==> config.mk <==
export PLATFORM = sky130hd
export DESIGN_NAME = fetch_stage
export DESIGN_NICKNAME = d
export VERILOG_FILES = /design/src/rtl/fetch_stage.sv
export SDC_FILE = /design/constraint.sdc
export NUM_CORES = 1
export LEC_CHECK = 0
export BUFFER_PORTS_ARGS = -buffer_cell sky130_fd_sc_hd__buf_2
export CAP_MARGIN = 5
export CORE_UTILIZATION = 31
export CTS_BUF_LIST = sky130_fd_sc_hd__clkbuf_8
export DETAILED_ROUTE_END_ITERATION = 8
export PLACE_DENSITY = 0.54
export SLEW_MARGIN = 15
export SYNTH_ARGS = -nofsm -noshare
export SYNTH_HDL_FRONTEND = slang
export SYNTH_SLANG_ARGS = --single-unit
==> constraint.sdc <==
create_clock -name clk -period 2.35 [get_ports clk]
set_input_delay 0.235 -clock clk [delete_from_list [all_inputs] [get_ports clk]]
set_output_delay 0.235 -clock clk [all_outputs]
set_load 0.05 [all_outputs]
==> src/rtl/fetch_stage.sv <==
// Instruction-fetch stage: owns the PC, drives the instruction-memory address and
// loads the IF/RF pipeline register, applying load-use stalls and decode redirects.
module fetch_stage #(
    parameter logic [31:0] RESET_PC = 32'h0000_0000,
    parameter int          CNT_W    = 16
) (
    input  logic             clk,
    input  logic             reset,
    input  logic             stall,
    input  logic             branch_taken,
    input  logic [31:0]      branch_target,
    input  logic             jump,
    input  logic [25:0]      jump_index,
    input  logic             jr,
    input  logic [31:0]      jr_target,
    output logic [31:0]      imem_addr,
    input  logic [31:0]      imem_data,
    output logic [31:0]      if_instr,
    output logic [31:0]      if_pc,
    output logic [31:0]      if_pc_plus4,
    output logic             if_valid,
    output logic [CNT_W-1:0] squash_count
);

    localparam logic [CNT_W-1:0] CNT_ONE = CNT_W'(1);

    logic [31:0] pc;
    logic [31:0] pc_plus4;
    logic [31:0] next_pc;
    logic        redirect;

    assign imem_addr = pc;
    assign pc_plus4  = pc + 32'd4;

    // Redirects only count when decode holds a real instruction; a bubble's inputs are stale.
    always_comb begin
        // NOTE: every output of this block gets a default first, so no path infers a latch.
        redirect = 1'b0;
        next_pc  = pc_plus4;
        if (if_valid) begin
            if (jr) begin
                redirect = 1'b1;
                next_pc  = {jr_target[31:2], 2'b00};
            end else if (branch_taken) begin
                redirect = 1'b1;
                next_pc  = {branch_target[31:2], 2'b00};
            end else if (jump) begin
                redirect = 1'b1;
                next_pc  = {if_pc_plus4[31:28], jump_index, 2'b00};
            end
        end
    end

    always_ff @(posedge clk) begin
        // NOTE: non-blocking assignments so every register samples pre-edge values.
        if (reset) begin
            pc           <= RESET_PC;
            if_instr     <= '0;
            if_pc        <= '0;
            if_pc_plus4  <= '0;
            if_valid     <= 1'b0;
            squash_count <= '0;
        end else if (!stall) begin
            pc <= next_pc;
            if (redirect) begin
                // No delay slot: the word fetched this cycle is discarded.
                if_instr    <= '0;
                if_pc       <= '0;
                if_pc_plus4 <= '0;
                if_valid    <= 1'b0;
                if (squash_count != '1) begin
                    squash_count <= squash_count + CNT_ONE;
                end
            end else begin
                if_instr    <= imem_data;
                if_pc       <= pc;
                if_pc_plus4 <= pc_plus4;
                if_valid    <= 1'b1;
            end
        end
    end

endmodule
Word level (Yosys, flattened, before mapping)
Cells that the tools add are included.
{"block": "word_totals", "elab_cells": 23, "register_bits": 145}
{"block": "classes", "n_bitwise": 1, "muxes": 12, "reduce_logical": 1, "add_sub_neg": 2, "n_eq_ne": 1}
{"op": "$mux 32", "count": 7}
{"op": "$add 32x3->32 const B", "count": 1}
{"op": "$add 16x1->16 const B", "count": 1}
{"op": "$ne 16x16->1 const B", "count": 1}
{"op": "$mux 1", "count": 5}
{"op": "$reduce_and 3->1", "count": 1}
{"op": "$not 1->1", "count": 1}

Depth between registers and ports, before layout
{"block": "depth", "ltp_word": 5, "depth_mapped": 8, "ltp_nobuf": 6}

Worst setup path after synthesis
Ideal clock, no wire load.
{"block": "synth_path", "kind": "register -> register", "from": "register pc[3] (netlist: imem_addr[3])", "to": "register if_pc_plus4[22]", "required_ns": 2.233, "setup_slack_ns": 0.020, "path_buffers": 1, "arrival_time_ns": 2.214, "stages_incl_launch_ff": 8, "path_cell_list": "dfxtp_1 ha_1 nand3_1 nor4_2 buf_4 nand3_1 xnor2_1 a22o_1"}
{"block": "synth_via", "elab_chain_len": 2}
{"item": "from (decl)", "line": "27", "source": "logic [31:0] pc;"}
{"item": "from (signal assigned)", "line": "64", "source": "pc <= next_pc;"}
{"item": "$add 32x3->32", "line": "33", "source": "assign pc_plus4 = pc + 32'd4;"}
{"item": "$mux 32", "line": "65", "source": "if (redirect) begin"}
{"item": "to (signal assigned)", "line": "77", "source": "if_pc_plus4 <= pc_plus4;"}
{"item": "to (decl)", "line": "20", "source": "output logic [31:0] if_pc_plus4,"}
Every way passes these cells.
A chain may end at the register's enable or synchronous reset.

Worst setup path in the final report
{"block": "layout_path", "from": "register pc[3] (netlist: imem_addr[3])", "to": "register if_pc_plus4[20]"}
Same word-level chain as after synthesis.

==> flow_summary.json <==
{
  "cellLeakagePower_nw": 3.88,
  "die_w_um": 143,
  "insertedDiodeCount": 0,
  "design_area_um2": 8600,
  "cts_sinks": 140,
  "critPathLaunchType": "register",
  "grt_pass1_vias": 5799,
  "synth-edff-count": 0,
  "power_mw": 5.76,
  "grt_pass1_wl_um": 32700,
  "grt_max_degree": 81,
  "final_cell_mix": "buf_2, dfxtp_1, nand2_1",
  "ys_seq_area_share_pct": 45.3,
  "place_congestion": 0.820,
  "avgSynthCellArea_um2": 8.99,
  "wl_um": 21700,
  "min_period_ns": 2.06,
  "status": "finished clean",
  "timing.fmax_ghz": 0.486,
  "drive_above_1_share_pct": 34.4,
  "rows": 51,
  "area_growth_pct": 38.9,
  "cts_tree": "yes",
  "cp.arrival_ns": 2.41,
  "finalHoldViolCount": 0,
  "synth.distinct_cells": 56,
  "start_util_pct": 31.7,
  "netlist_instances": 688,
  "die_y_um": 143,
  "fillerInstances": 1966,
  "synth_seq_cells": 140,
  "power.density_nw_per_um2": 670,
  "coreArea_um2": 19500,
  "io_buffers": 266,
  "place_area_um2": 7830,
  "hpwl_um": 15200,
  "postRouteAntennaNets": 0,
  "wl_per_cell_um": 17.4,
  "path_clk_slew_ns": 0.09,
  "pin_count": 273,
  "skew_ns": 0.0138,
  "hp-class": "in -> reg",
  "antenna_found_initial": 0,
  "rsz0062_at_grt": "false",
  "first_pass_iters": 5,
  "cp.required_ns": 2.70,
  "dieArea_um2": 20500,
  "drt_iter0_markers": 394,
  "finalMaxSlewViolations": 0,
  "setup_viol": 0,
  "clock_path_buffers": 2,
  "drc": 0,
  "cts_buffers": 17,
  "overflow": 0,
  "critPathKind": "reg -> reg",
  "worst_setup_path_end_kind": "register",
  "htreeDepth": 4,
  "path_max_fanout": 14,
  "routed_via_density": 5.04,
  "root_buffer": "clkbuf_8",
  "synth_flop_cell": "dfxtp_1",
  "ys_async_sr_fraction_pct": 0,
  "fin_nets": 1099,
  "finalCritPeriodShare_pct": 87.6,
  "finalSetupTns_ns": 0,
  "yosysWarnings": 0,
  "insertion_delay_ns": 0.45,
  "via_count": 6285,
  "syn-cell-area_um2": 6190,
  "max-cap-violations": 0,
  "grtUsageTotal_pct": 21.0,
  "ir_drop_v": 0.000327,
  "final_common_cell": "buf_2"
}
through the flow:
step	std cells	setup WS [ns]	hold slack, ns	util [%]
CTS	1247	0.278	0.0137	44.0
floorplan	689	0.0197	0.361	-
global placement	1183	0.293	0.430	40.1
detailed placement	1183	0.292	0.435	40.1
global route	1247	0.140	0.0296	44.0
finish	1247	0.292	0.0400	44.0
state kept, by name (all words and copies together) (netlist names):
name and cells:
if_instr 32, if_pc 31, if_pc_plus4 30, imem_addr 30
squash_count 16, if_valid 1
layer usage:
metal / GRT usage [%] / wire length (um)
met5: 0 / 0
met3: 6.00 / 1490
met2: 33.5 / 9940
met1: 27.9 / 10100
met4: 5.15 / 209
path summary, 6_finish.rpt:
check	startpoint	to	slack [ns]	depth (start not counted)
setup reg to reg	imem_addr[3]	if_pc_plus4[20]	0.29	7
hold reg to reg	if_pc_plus4[15]	if_pc_plus4[15]	0.45	2
hold / removal	jr_target[25]	imem_addr[25]	0.04	3
setup / recovery	imem_addr[3]	if_pc_plus4[20]	0.29	7
worst max-delay path, cell delays in order, from the launching register on:
cell and delay, ns:
dfxtp_1 0.46, ha_1 0.32, nand3_1 0.17, nor4_2 0.27
buf_4 0.25, nand4_1 0.13, xnor2_1 0.17, a22o_1 0.20
cell families (layout without fill, tap and decap cells):
| kind of cell | Yosys count | after routing | synth area share [%] |
|---|---|---|---|
| compound gates | 225 | 225 | 26.6 |
| xor+xnor | 35 | 35 | 4.95 |
| fa+ha+maj | 2 | 2 | 0.404 |
| buf+inv | 77 | 370 | 5.68 |
| flops | 140 | 140 | 45.3 |
| mux | 1 | 1 | 0.162 |
| other cells | 1 | 2 | 0.0606 |
| simple gates | 207 | 207 | 16.9 |
final cells by class:
cell class	count	area, um2	area share (%)
repair buffers	329	1930	22.5
flip-flops and latches	140	2800	32.6
multi-input cells	472	3050	35.5
inverters	9	33.8	0.393
clock inverters	15	210	2.45
well taps	265	332	3.86
clock buffers	17	234	2.72
cells in the mapped netlist, drive strengths merged (2+ instances only):
| cell type | instances | area [um2] |
|---|---|---|
| dfxtp | 140 | 2800 |
| nand2 | 73 | 274 |
| a22o | 66 | 578 |
| o21ai | 54 | 270 |
| clkbuf | 41 | 155 |
| nor2 | 36 | 135 |
| buf | 27 | 163 |
| nand3 | 25 | 130 |
| xnor2 | 24 | 210 |
| a21oi | 18 | 90.1 |
| o211ai | 18 | 135 |
| nand4 | 17 | 113 |
| a22oi | 15 | 113 |
| a221o | 14 | 140 |
| nor3 | 14 | 81.3 |
| xor2 | 11 | 96.3 |
| inv | 9 | 33.8 |
| and4 | 8 | 70.1 |
| a31oi | 7 | 43.8 |
| o311ai | 7 | 61.3 |
| and3 | 6 | 37.5 |
| nor4 | 6 | 58.8 |
| a211oi | 5 | 37.5 |
| and2 | 5 | 31.3 |
| or3 | 5 | 31.3 |
| a21o | 4 | 30.0 |
| nand2b | 4 | 25.0 |
| nor2b | 3 | 18.8 |
| a211o | 2 | 17.5 |
| a311oi | 2 | 17.5 |
| ha | 2 | 25.0 |
| nor3b | 2 | 15.0 |
| o221ai | 2 | 17.5 |
| o22ai | 2 | 12.5 |
| o31ai | 2 | 15.0 |
| or4 | 2 | 15.0 |
power breakdown:
part           switching [mW]  leakage [nW]  total, mW  internal (mW)
Sequential             0.0740          1.14       2.53           2.46
Clock                    1.05         0.212       2.23           1.18
Combinational           0.667          2.53      0.998          0.331
Total                    1.79          3.88       5.76           3.97
timing repair:
item,CTS,global route
setup buffers,0,0
gates resized for setup,0,0
hold buffers,32,0
hold endpoints to repair,32,0
(Power assumes the default switching activity.)
